File: src/rtl/tiny_riscv_prog_loader.sv
// tiny_riscv_prog_loader
// Host-side program loader for a tiny RISC-V style core. The host streams a
// length byte followed by N instruction bytes (and, when the checksum option
// is built in, a trailing checksum byte). The core fetches combinationally
// from the loaded image and is released via cpu_run once the image is valid.
// Unloaded words read as 0xFF, the HALT encoding.
//
// Optional feature: define LOADER_CHECKSUM_EN to build in the CHK state and
// the modulo-256 running-sum check. Without it, the last data byte goes
// straight to RUN and state encoding 3 is unused.

module tiny_riscv_prog_loader #(
  parameter int MEM_DEPTH = 16
) (
  input  logic       clk,
  input  logic       rst,
  input  logic       host_start,
  input  logic       host_valid,
  input  logic [7:0] host_data,
  output logic       host_ready,
  input  logic [3:0] fetch_addr,
  output logic [7:0] fetch_data,
  output logic       cpu_run,
  output logic       load_err,
  output logic [2:0] load_state
);

  typedef enum logic [2:0] {
    IDLE = 3'd0,
    LEN  = 3'd1,
    DATA = 3'd2,
`ifdef LOADER_CHECKSUM_EN
    CHK  = 3'd3,
`endif
    RUN  = 3'd4,
    ERR  = 3'd5
  } state_t;

  localparam logic [7:0] HALT_WORD = 8'hFF;

  state_t     state;
  state_t     next_state;
  logic [7:0] mem [MEM_DEPTH];
  logic [3:0] ptr;
  logic [7:0] len_q;
  logic       xfer;
  logic       last_data;
  logic       len_bad;
`ifdef LOADER_CHECKSUM_EN
  logic [7:0] sum;
  logic [7:0] sum_final;
`endif

  // Handshake and decode helpers shared by the state logic and the datapath
  always_comb begin
    host_ready = (state == LEN) || (state == DATA)
`ifdef LOADER_CHECKSUM_EN
                 || (state == CHK)
`endif
                 ;
    xfer      = host_valid && host_ready;
    last_data = ({4'b0000, ptr} == (len_q - 8'd1));
    len_bad   = (host_data == 8'd0) || (host_data > 8'(MEM_DEPTH));
`ifdef LOADER_CHECKSUM_EN
    sum_final = sum + host_data;
`endif
  end

  // Status outputs are pure decodes of the current state
  always_comb begin
    cpu_run    = (state == RUN);
    load_err   = (state == ERR);
    load_state = state;
    fetch_data = mem[fetch_addr];
  end

  // State register; rst outranks everything
  always_ff @(posedge clk) begin
    if (rst) begin
      state <= IDLE;
    end else begin
      state <= next_state;
    end
  end

  // Next-state logic; host_start restarts a load from any state and wins
  // over a simultaneous byte transfer
  always_comb begin
    next_state = state;
    if (host_start) begin
      next_state = LEN;
    end else begin
      case (state)
        LEN: begin
          if (xfer) begin
            next_state = len_bad ? ERR : DATA;
          end
        end
        DATA: begin
          if (xfer && last_data) begin
`ifdef LOADER_CHECKSUM_EN
            next_state = CHK;
`else
            next_state = RUN;
`endif
          end
        end
`ifdef LOADER_CHECKSUM_EN
        CHK: begin
          if (xfer) begin
            next_state = (sum_final == 8'd0) ? RUN : ERR;
          end
        end
`endif
        default: next_state = state;
      endcase
    end
  end

  // Datapath: memory image, write pointer, captured length and running sum.
  // Reset and restart both wipe the image back to HALT words.
  always_ff @(posedge clk) begin
    if (rst || host_start) begin
      for (int i = 0; i < MEM_DEPTH; i++) begin
        mem[i] <= HALT_WORD;
      end
      ptr   <= 4'd0;
      len_q <= 8'd0;
`ifdef LOADER_CHECKSUM_EN
      sum   <= 8'd0;
`endif
    end else if (xfer) begin
      case (state)
        LEN: begin
          len_q <= host_data;
`ifdef LOADER_CHECKSUM_EN
          sum   <= host_data;
`endif
        end
        DATA: begin
          mem[ptr] <= host_data;
          ptr      <= ptr + 4'd1;
`ifdef LOADER_CHECKSUM_EN
          sum      <= sum_final;
`endif
        end
        default: begin
        end
      endcase
    end
  end

endmodule

File: config.mk
export PLATFORM = sky130hd
export DESIGN_NAME = tiny_riscv_prog_loader
export DESIGN_NICKNAME = d
export VERILOG_FILES = /design/src/rtl/tiny_riscv_prog_loader.sv
export SDC_FILE = /design/constraint.sdc
export NUM_CORES = 1
export LEC_CHECK = 0
export ABC_AREA = 1
export CAP_MARGIN = 10
export CORE_AREA = 4 4 112 114
export DETAILED_ROUTE_END_ITERATION = 10
export DIE_AREA = 0 0 116 118
export GPL_TIMING_DRIVEN = 0
export PLACE_DENSITY = 0.79
export SLEW_MARGIN = 20
export SYNTH_ARGS = -nofsm -noshare
export SYNTH_HDL_FRONTEND = slang
export SYNTH_SLANG_ARGS = --single-unit
File: constraint.sdc
create_clock -name clk -period 2.8 [get_ports clk]
set_clock_uncertainty 0.15 [all_clocks]
set_input_delay 0.56 -clock clk [delete_from_list [all_inputs] [get_ports clk]]
set_output_delay 0.56 -clock clk [all_outputs]
set_load 0.02 [all_outputs]
* Yosys cells after proc, flatten, opt, wreduce, memory -nomap -nowiden *
Memories as Yosys holds them, arrays and structs flattened.
Cells that the tools add are included.

storage, ports and cells
  memories kept = 1
  RAM bits = 128
  bits in latches = 0
  memory bits (read-only) = 0
  logic and storage cells = 45
  bits in registers = 15

operators by class
  equality and inequality tests = 9
  $mul = 0
  shift operators = 0
  add/subtract/negate cells = 2
  bitwise operators = 0
  $lt $le $gt $ge = 1
  reduce and logical (&&, ||, !) cells = 14
  div/mod/pow operators = 0
  mux-type cells = 14

memory list
  memory  depth  bits a word  rd ports  clocked after memory_dff  write ports  line  source
  mem     16     8            1         0                         16           43    logic [7:0] mem [MEM_DEPTH];

operators by type and width
  cell                                                                              number
  3-bit two-way mux                                                                 3
  4-bit by 8-bit equality test with 1-bit output                                    1
  8-bit by 5-bit greater-than comparator with 1-bit output (second input constant)  1
  8-bit logical NOT                                                                 1
  1-bit two-way mux                                                                 8
  8-bit two-way mux                                                                 1
  8-bit OR reduction                                                                1
  8-bit by 1-bit subtractor with 8-bit output (second input constant)               1
  3-bit equality test (second input constant)                                       2
  3-bit one-hot mux with 2 select lines                                             1
  3-bit AND reduction                                                               2
  4-bit by 1-bit adder with 4-bit output (second input constant)                    1
  4-bit two-way mux                                                                 1
  2-bit AND reduction                                                               2
  3-bit by 1-bit equality test with 1-bit output (second input constant)            1
  3-bit by 2-bit equality test with 1-bit output (second input constant)            1
  1-bit logical OR                                                                  3
  3-bit by 2-bit != test with 1-bit output (second input constant)                  1
  3-bit != test (second input constant)                                             1
  3-bit nonzero test                                                                1
  1-bit logical AND                                                                 2
  2-bit by 1-bit != test with 1-bit output (second input constant)                  1
  2-bit != test (second input constant)                                             1
  2-bit nonzero test                                                                1
  2-bit OR reduction                                                                1

* Depth between registers and ports, before layout *
Gate-level depths: netlist of the first run.

  depth in word-level cells = 8
  depth in mapped cells = 13

* Worst setup path before layout of the first run *
OpenSTA, ideal clock, no wires.

  path type = input-to-reg
  from = input rst
  to = memory mem[0][0] (enable)
  arrival time = 1.770 ns
  path slack = 0.496 ns
  path buffers = 0
  stages = 7
  cells stage by stage = nor2_1 -> inv_1 -> nor2_2 -> inv_2 -> nor2_2 -> inv_2 -> o21ai_0

RTL lines
  item         line  source
  from (decl)  16    input logic rst,
  to (decl)    43

* Worst setup path after layout of the first run *
  from = input fetch_addr[0]
  to = output fetch_data[3]

on the way
  word-level cells in the longest chain between the ends = 1

ends and longest elaborated chain
  item                    line  source
  from (decl)             21    input logic [3:0] fetch_addr,
  memory read 16 x 8 bit  -
  to (decl)               22    output logic [7:0] fetch_data,

No other way between the ends.

==> impl_metrics.prom, run 1 <==
# TYPE chip_impl_metric gauge
chip_impl_info{name="run_status",value="completed"} 1
chip_impl_info{name="synth_flop_cell",value="sky130_fd_sc_hd__edfxtp_1"} 1
chip_impl_metric{name="insertion_delay_of_the_later_clocked_pin_in_the_worst_skew_pair",unit="ps"} 420
chip_impl_metric{name="avgSynthCellArea",unit="sq um"} 10.3
chip_impl_metric{name="p_clk_share",unit="%"} 45.1
chip_impl_metric{name="place.detailed.instances",unit=""} 842
chip_impl_metric{name="p_int",unit="mW"} 3.74
chip_impl_metric{name="power.leakage",unit="nW"} 2.64
chip_impl_metric{name="worst-endpoint-arrival",unit="ps"} 2040
chip_impl_metric{name="htreeDepth",unit=""} 4
chip_impl_metric{name="final_nets",unit=""} 739
chip_impl_metric{name="min_period_over_period",unit="%"} 98.4
chip_impl_metric{name="timing.max_cap.violations",unit=""} 0
chip_impl_metric{name="share_comb_of_total_power",unit="%"} 7.5
chip_impl_metric{name="ir_worst_vdd",unit="mV"} 0.419
chip_impl_metric{name="final.hold.worst_slack",unit="ps"} 350
chip_impl_metric{name="cts_max_path_buffers",unit=""} 2
chip_impl_metric{name="slowest_delay",unit="ps"} 320
chip_impl_info{name="crit_top_cell",value="sky130_fd_sc_hd__buf_8"} 1
chip_impl_metric{name="antenna_violations_before_repair",unit=""} 0
chip_impl_info{name="start_kind",value="input port"} 1
chip_impl_metric{name="clock.fmax",unit="MHz"} 363
chip_impl_metric{name="crit_path_time_final",unit="ps"} 2750
chip_impl_metric{name="routed_via_count",unit=""} 5295
chip_impl_metric{name="net-switching-power",unit="mW"} 1.17
chip_impl_metric{name="drtAntennaViolNets",unit=""} 0
chip_impl_metric{name="final_cells",unit=""} 874
chip_impl_metric{name="die-area",unit="sq mm"} 0.0137
chip_impl_metric{name="globalRoute.totalOverflow",unit=""} 0
chip_impl_metric{name="drcViolationCount",unit=""} 0
chip_impl_metric{name="avgRoutedWirePerCell",unit="um"} 20.6
chip_impl_metric{name="pin_count",unit=""} 30
chip_impl_metric{name="worst-path-buf-inv",unit=""} 4
chip_impl_metric{name="antennaDiodeCount",unit=""} 0
chip_impl_metric{name="globalplace.congestion",unit=""} 0.958
chip_impl_metric{name="cts.sink_count",unit=""} 143
chip_impl_metric{name="route.final.wire_length",unit="um"} 18000
chip_impl_metric{name="grt_pass1_vias",unit=""} 5149
chip_impl_info{name="critical_path_class",value="input port to output pin"} 1
chip_impl_metric{name="yosys_register_bits",unit=""} 143
chip_impl_metric{name="rows",unit=""} 39
chip_impl_metric{name="synth_area",unit="sq mm"} 0.00692
chip_impl_metric{name="synthArstFlopShare",unit="%"} 0
chip_impl_metric{name="synth_sequential_area_ratio",unit="%"} 59.9
chip_impl_metric{name="cp_max_fo",unit=""} 10
chip_impl_metric{name="critical_path_required",unit="ps"} 2090
chip_impl_info{name="critPathCaptureType",value="output pin"} 1
chip_impl_metric{name="die_width",unit="um"} 116
chip_impl_metric{name="post_synth_cell_types",unit=""} 33
chip_impl_metric{name="layout-drive-gt1-share",unit="%"} 13.1
chip_impl_info{name="cts.root.buffer_cell",value="sky130_fd_sc_hd__clkbuf_16"} 1
chip_impl_metric{name="global_route.usage.total",unit="%"} 27.3
chip_impl_metric{name="clk_pin_slew",unit="ps"} 60
chip_impl_metric{name="max_slew_violation_total_from_the_final_report",unit=""} 0
chip_impl_metric{name="final_hold_viol_count",unit=""} 0
chip_impl_info{name="timing.critical_path.slowest_stage_cell",value="sky130_fd_sc_hd__dlygate4sd2_1"} 1
chip_impl_info{name="timing.critical_path.cells",value="buf_4 -> buf_8 -> buf_8 -> mux2i_1 -> o211ai_1 -> nand3_1 -> nand2_1 -> dlygate4sd2_1"} 1
chip_impl_metric{name="syn2layout_area_growth",unit="%"} 14.7
chip_impl_info{name="path_delay_family",value="buffers and inverters"} 1
chip_impl_info{name="tritoncts_clock_tree",value="done"} 1
chip_impl_metric{name="tritoncts.num_buffers",unit=""} 17
chip_impl_metric{name="number_of_warnings_printed_during_yosys_synthesis",unit=""} 0
chip_impl_metric{name="post_synth_inst_count",unit=""} 674
chip_impl_metric{name="via_to_cell_ratio",unit=""} 6.06
chip_impl_metric{name="detail_route.first_pass.iterations",unit=""} 8
chip_impl_info{name="rsz_0062_raised_after_global_routing",value="true"} 1
chip_impl_metric{name="pin_count_of_the_biggest_net_entering_global_routing",unit=""} 17
chip_impl_metric{name="switching_share",unit="%"} 23.8
chip_impl_metric{name="worst-slew-pin-transition",unit="ps"} 852
chip_impl_metric{name="edff_count_synth",unit=""} 128
chip_impl_metric{name="initial_core_util",unit="%"} 60.6
chip_impl_metric{name="final_setup_viols",unit=""} 0
chip_impl_metric{name="max-slew-margin-rel",unit="%"} 42.8
chip_impl_metric{name="buffer_ports.inserted",unit=""} 25
chip_impl_metric{name="drc_violation_total_after_the_first_tritonroute_iteration",unit=""} 667
chip_impl_metric{name="cts_hold_repair.buffers",unit=""} 0
chip_impl_metric{name="core",unit="sq mm"} 0.0114
chip_impl_metric{name="syn_nets",unit=""} 695
chip_impl_metric{name="power-per-cell-area",unit="mW/mm^2"} 619
chip_impl_metric{name="seq_power_share",unit="%"} 47.4
chip_impl_metric{name="place.detailed.hpwl",unit="um"} 12300
chip_impl_info{name="hp-class",value="flop to flop"} 1
chip_impl_metric{name="global_route_wire_length_before_repair",unit="um"} 27900
chip_impl_metric{name="die_height",unit="um"} 118
## placed cells by master (no fill, tap or decap), drive strengths merged
cell type and count:
o211ai 32, bufinv 2, clkdlybuf4s50 17, a21oi 47
xnor2 1, o21ai 65, ha 5, o21bai 1
a31oi 1, inv 69, nor3 5, nand3 19
dlygate4sd2 3, clkbuf 46, or2 1, clkinvlp 2
nor2 44, clkinv 13, nor4 1, dfxtp 15
nand4 2, mux2i 32, clkdlybuf4s15 1, buf 11
nand2 168, edfxtp 128
## cell usage after synthesis, drive strengths merged, types with 2 or more instances
cell / count / area, sq um
dfxtp: 15 / 300
a21oi: 47 / 246
clkbuf: 21 / 80.1
inv: 67 / 252
ha: 5 / 62.6
buf: 13 / 100
o211ai: 32 / 240
nor2: 44 / 303
o21ai: 65 / 325
nor3: 5 / 25.0
nand2: 168 / 638
nand3: 19 / 110
clkinv: 6 / 22.5
nand4: 2 / 12.5
mux2i: 32 / 320
edfxtp: 128 / 3840
## worst reg2reg max path: stages, from the launching register on
cell                      delay [ps]
sky130_fd_sc_hd__dfxtp_1         360
sky130_fd_sc_hd__nor2_2          150
sky130_fd_sc_hd__nand3_2         150
sky130_fd_sc_hd__nor2_2          130
sky130_fd_sc_hd__inv_2            70
sky130_fd_sc_hd__nor2_2          100
sky130_fd_sc_hd__inv_2           150
sky130_fd_sc_hd__o21ai_1         710
## power by group through the flow
stage	Sequential (mW)	Clock [mW]	Combinational, mW
floorplan	2.37	0	0.222
global placement	2.37	0	0.355
detailed placement	2.37	0	0.364
CTS	2.33	2.21	0.360
global route	2.33	2.31	0.398
finish	2.33	2.21	0.369
## sequential cells by signal, summed over array words and instances, names as in the netlist
register,cells
len_q,8
mem,128
load_state,3
ptr,4
## layout make-up
cell class                      count  area (sq um)
Multi-Input combinational cell    424          2340
Buffer                             34           198
Timing Repair Buffer               25           226
Fill cell                         862          3490
Sequential cell                   143          4140
Tap cell                          143           179
Inverter                           73           274
Clock inverter                     13           139
Clock buffer                       19           433
## timing repair
action                                  4_1_cts  5_1_grt
buffers inserted                              0        0
resized for setup                            21       22
endpoints found under the setup margin       32       24
## cell families after synthesis
kind of cell,count (synthesis),share of synthesized area (%)
AO/OA/AOI/OAI,146,11.9
multiplexers,32,4.63
XOR/XNOR,1,0.127
buffers and inverters,107,6.57
flip-flops,143,59.9
adder cells (fa/ha/maj),5,0.904
AND/OR/NAND/NOR,240,15.9
## per-layer routing
layer / share of wire [%] / up-vias / track usage, %
met4: 2.7 / 0 / 9.79
li1: - / 2404 / -
met3: 11 / 45 / 6.12
met1: 39 / 2532 / 38.3
met5: 0 / - / 0
met2: 48 / 314 / 41.7
## per-stage QoR
stage / area, sq um / total power [mW] / setup TNS [ps] / util, % / setup slack (ps)
CTS: 7920 / 4.90 / 0 / 69.4 / 1.38
global placement: 7350 / 2.73 / -33900 / 64.3 / -377
finish: 7930 / 4.91 / 0 / 69.4 / 46.1
floorplan: 6920 / 2.59 / 0 / - / 496
global route: 7930 / 5.03 / -4.85 / 69.4 / -4.61
detailed placement: 7350 / 2.74 / -41380 / 64.3 / -449
## final timing paths
check / from / to / slack (ps) / cells past startpoint
worst min register to register: len_q[1]$_SDFFE_PP0P_ / len_q[1]$_SDFFE_PP0P_ / 350 / 2
worst max register to register: load_state[0]$_SDFFE_PP0P_ / mem[4][3]$_SDFFCE_PN1P_ / 460 / 7
worst max-delay path: fetch_addr[0] / fetch_data[3] / 50 / 8
worst min-delay path: len_q[1]$_SDFFE_PP0P_ / len_q[1]$_SDFFE_PP0P_ / 350 / 2
(Power assumes the default switching activity.)
==> run 2: changes to the inputs <==
--- a/config.mk
+++ b/config.mk
@@ -12,6 +12,7 @@
 export DIE_AREA = 0 0 116 118
 export GPL_TIMING_DRIVEN = 0
 export PLACE_DENSITY = 0.79
+export RECOVER_POWER = 50
 export SLEW_MARGIN = 20
 export SYNTH_ARGS = -nofsm -noshare
 export SYNTH_HDL_FRONTEND = slang
==> run 2 against run 1 <==
Net effect:
- via count is 0.68% higher
- critical path depth decreased by 1
- sequential cell count is the same
- fmax decreased by 1.1%
- sequential power barely moved
- cell count did not move
- critical path type unchanged
==> impl_metrics.prom, run 2 (synthesized netlist as in run 1, its figures left out) <==
# TYPE chip_impl_metric gauge
chip_impl_info{name="endpoint",value="fetch_data[7]"} 1
chip_impl_info{name="tritoncts_clock_tree",value="done"} 1
chip_impl_metric{name="net-switching-power",unit="mW"} 1.18
chip_impl_metric{name="largest_register_ffs",unit=""} 128
chip_impl_info{name="critical_path_class",value="input port to output pin"} 1
chip_impl_metric{name="p_clk_share",unit="%"} 45.2
chip_impl_metric{name="routed_via_count",unit=""} 5331
chip_impl_metric{name="drcViolationCount",unit=""} 0
chip_impl_metric{name="final_setup_viols",unit=""} 0
chip_impl_metric{name="pin_count_of_the_biggest_net_entering_global_routing",unit=""} 17
chip_impl_metric{name="pin_count",unit=""} 30
chip_impl_metric{name="avgRoutedWirePerCell",unit="um"} 20.8
chip_impl_metric{name="min_delay_path_depth",unit=""} 2
chip_impl_metric{name="die-area",unit="sq mm"} 0.0137
chip_impl_metric{name="power.leakage",unit="nW"} 2.64
chip_impl_info{name="start_kind",value="input port"} 1
chip_impl_metric{name="buffer_ports.inserted",unit=""} 25
chip_impl_metric{name="antennaDiodeCount",unit=""} 0
chip_impl_metric{name="cts_hold_repair.buffers",unit=""} 0
chip_impl_info{name="worstReg2RegEnd",value="mem[4][3]$_SDFFCE_PN1P_"} 1
chip_impl_info{name="timing.critical_path.cells",value="buf_4 -> buf_2 -> mux2i_1 -> o211ai_1 -> o211ai_1 -> nand2_1 -> dlygate4sd2_1"} 1
chip_impl_info{name="biggest_register",value="mem"} 1
chip_impl_metric{name="seq_power_share",unit="%"} 47.3
chip_impl_metric{name="slowest_delay",unit="ps"} 370
chip_impl_metric{name="detail_route.first_pass.iterations",unit=""} 5
chip_impl_info{name="hp-start",value="len_q[1]$_SDFFE_PP0P_"} 1
chip_impl_metric{name="rows",unit=""} 39
chip_impl_metric{name="fillCellCount",unit=""} 892
chip_impl_metric{name="route.final.wire_length",unit="um"} 18200
chip_impl_metric{name="insertion_delay_of_the_later_clocked_pin_in_the_worst_skew_pair",unit="ps"} 420
chip_impl_metric{name="regArea",unit="sq mm"} 0.00414
chip_impl_info{name="critPathCaptureType",value="output pin"} 1
chip_impl_metric{name="layout-drive-gt1-share",unit="%"} 9.44
chip_impl_metric{name="clk_pin_slew",unit="ps"} 60
chip_impl_info{name="mostFrequentLayoutCells",value="sky130_fd_sc_hd__nand2_1 (166), sky130_fd_sc_hd__edfxtp_1 (128), sky130_fd_sc_hd__inv_1 (64), sky130_fd_sc_hd__a21oi_1 (44), sky130_fd_sc_hd__o21ai_0 (43)"} 1
chip_impl_metric{name="antenna_violations_before_repair",unit=""} 0
chip_impl_metric{name="worst-endpoint-arrival",unit="ps"} 2070
chip_impl_metric{name="drc_violation_total_after_the_first_tritonroute_iteration",unit=""} 668
chip_impl_info{name="rsz_0062_raised_after_global_routing",value="true"} 1
chip_impl_info{name="timing.critical_path.from",value="fetch_addr[0]"} 1
chip_impl_metric{name="cp_max_fo",unit=""} 10
chip_impl_metric{name="min_period_over_period",unit="%"} 99.4
chip_impl_metric{name="cts.sink_count",unit=""} 143
chip_impl_metric{name="die_width",unit="um"} 116
chip_impl_metric{name="cts_max_path_buffers",unit=""} 2
chip_impl_info{name="run_status",value="completed"} 1
chip_impl_info{name="cts.root.buffer_cell",value="sky130_fd_sc_hd__clkbuf_16"} 1
chip_impl_metric{name="final_hold_viol_count",unit=""} 0
chip_impl_metric{name="globalplace.congestion",unit=""} 0.958
chip_impl_metric{name="crit_path_time_final",unit="ps"} 2780
chip_impl_metric{name="cts_resized",unit=""} 21
chip_impl_metric{name="finalCoreUtilization",unit="%"} 68.2
chip_impl_metric{name="power-per-cell-area",unit="mW/mm^2"} 631
chip_impl_metric{name="clock.fmax",unit="MHz"} 359
chip_impl_metric{name="max-slew-margin-rel",unit="%"} 41.8
chip_impl_metric{name="rrSetupSlack",unit="ps"} 350
chip_impl_info{name="timing.critical_path.slowest_stage_cell",value="sky130_fd_sc_hd__mux2i_1"} 1
chip_impl_metric{name="ir_worst_vdd",unit="mV"} 0.416
chip_impl_metric{name="htreeDepth",unit=""} 4
chip_impl_metric{name="critical_path_required",unit="ps"} 2090
chip_impl_metric{name="globalRoute.totalOverflow",unit=""} 0
chip_impl_metric{name="r2r.worst_path.cells",unit=""} 7
chip_impl_metric{name="worst-slew-pin-transition",unit="ps"} 867
chip_impl_metric{name="grt_pass1_vias",unit=""} 5149
chip_impl_metric{name="syn2layout_area_growth",unit="%"} 12.6
chip_impl_metric{name="max_slew_violation_total_from_the_final_report",unit=""} 0
chip_impl_metric{name="postCtsSetupRepairBufs",unit=""} 0
chip_impl_metric{name="p_int",unit="mW"} 3.74
chip_impl_metric{name="initial_core_util",unit="%"} 60.6
chip_impl_info{name="largest_registers",value="mem x128, len_q x8, ptr x4"} 1
chip_impl_info{name="r2r-start",value="load_state[0]$_SDFFE_PP0P_"} 1
chip_impl_info{name="mostFrequentLayoutCell",value="sky130_fd_sc_hd__nand2_1"} 1
chip_impl_metric{name="tritoncts.num_buffers",unit=""} 17
chip_impl_metric{name="place.detailed.instances",unit=""} 842
chip_impl_metric{name="global_route.usage.total",unit="%"} 27.3
chip_impl_metric{name="switching_share",unit="%"} 23.9
chip_impl_metric{name="place.detailed.hpwl",unit="um"} 12300
chip_impl_metric{name="final_cells",unit=""} 874
chip_impl_metric{name="via_to_cell_ratio",unit=""} 6.10
chip_impl_metric{name="drtAntennaViolNets",unit=""} 0
chip_impl_info{name="hp-class",value="flop to flop"} 1
chip_impl_metric{name="share_comb_of_total_power",unit="%"} 7.5
chip_impl_metric{name="final_nets",unit=""} 739
chip_impl_metric{name="timing.max_cap.violations",unit=""} 0
chip_impl_info{name="crit_top_cell",value="sky130_fd_sc_hd__o211ai_1"} 1
chip_impl_metric{name="global_route_wire_length_before_repair",unit="um"} 27900
chip_impl_metric{name="multiInputGateArea",unit="sq mm"} 0.00220
chip_impl_metric{name="core",unit="sq mm"} 0.0114
chip_impl_metric{name="die_height",unit="um"} 118
run 2: cell count changes in the layout (fill, tap and decap cells not counted), moves of 2 or more:
| cell | delta |
|---|---|
| sky130_fd_sc_hd__clkbuf_1 | +2 |
| sky130_fd_sc_hd__inv_1 | +4 |
| sky130_fd_sc_hd__inv_2 | -4 |
| sky130_fd_sc_hd__nand3_1 | +2 |
| sky130_fd_sc_hd__nand3_2 | -2 |
| sky130_fd_sc_hd__nor2_1 | +18 |
| sky130_fd_sc_hd__nor2_2 | -2 |
| sky130_fd_sc_hd__nor2_4 | -16 |
run 2: metrics by stage:
stage	power, mW	TNS (ps)	hold WS, ps	setup slack (ps)	instance area, sq um
after global routing	5.03	-4.85	379	-4.61	7790
after floorplan	2.59	0	308	496	6920
after detailed placement	2.74	-41380	339	-449	7350
final	4.92	0	353	16.1	7790
after global placement	2.73	-33900	328	-377	7350
after CTS	4.90	0	354	1.38	7920
run 2: worst min-delay path by stage:
stage | slack (ps) | to
3_3_place_gp | 330 | len_q[1]$_SDFFE_PP0P_
6_report | 350 | len_q[1]$_SDFFE_PP0P_
4_1_cts | 350 | len_q[1]$_SDFFE_PP0P_
5_1_grt | 380 | len_q[1]$_SDFFE_PP0P_
2_1_floorplan | 310 | len_q[6]$_SDFFE_PP0P_
3_5_place_dp | 340 | len_q[6]$_SDFFE_PP0P_
run 2: final cells by class:
| type | count | share of cell area [%] |
|---|---|---|
| multi-input cells | 424 | 28.2 |
| inverters | 73 | 3.52 |
| flip-flops and latches | 143 | 53.2 |
| clock buffers | 19 | 5.56 |
| plain buffers | 34 | 2.51 |
| well taps | 143 | 2.30 |
| repair buffers | 25 | 2.91 |
| clock inverters | 13 | 1.78 |
run 2: critical path: cells and delay by family:
kind	cells	cell delay (ps)
multiplexers	1	370
buffers and inverters	3	790
AND/OR/NAND/NOR	1	70
AO/OA/AOI/OAI	2	280
run 2: power by group through the flow:
stage / logic, mW / registers [mW] / clock network [mW]
2_1_floorplan: 0.222 / 2.37 / 0
3_3_place_gp: 0.355 / 2.37 / 0
3_5_place_dp: 0.364 / 2.37 / 0
4_1_cts: 0.360 / 2.33 / 2.21
5_1_grt: 0.396 / 2.33 / 2.31
6_report: 0.368 / 2.33 / 2.22
run 2: metal layers:
metal	global-route usage, %	vias up	routed length, um
met3	6.12	43	1870
met2	41.7	313	8670
met5	0	-	0
met4	9.79	0	476
met1	38.3	2571	7160
li1	-	2404	-
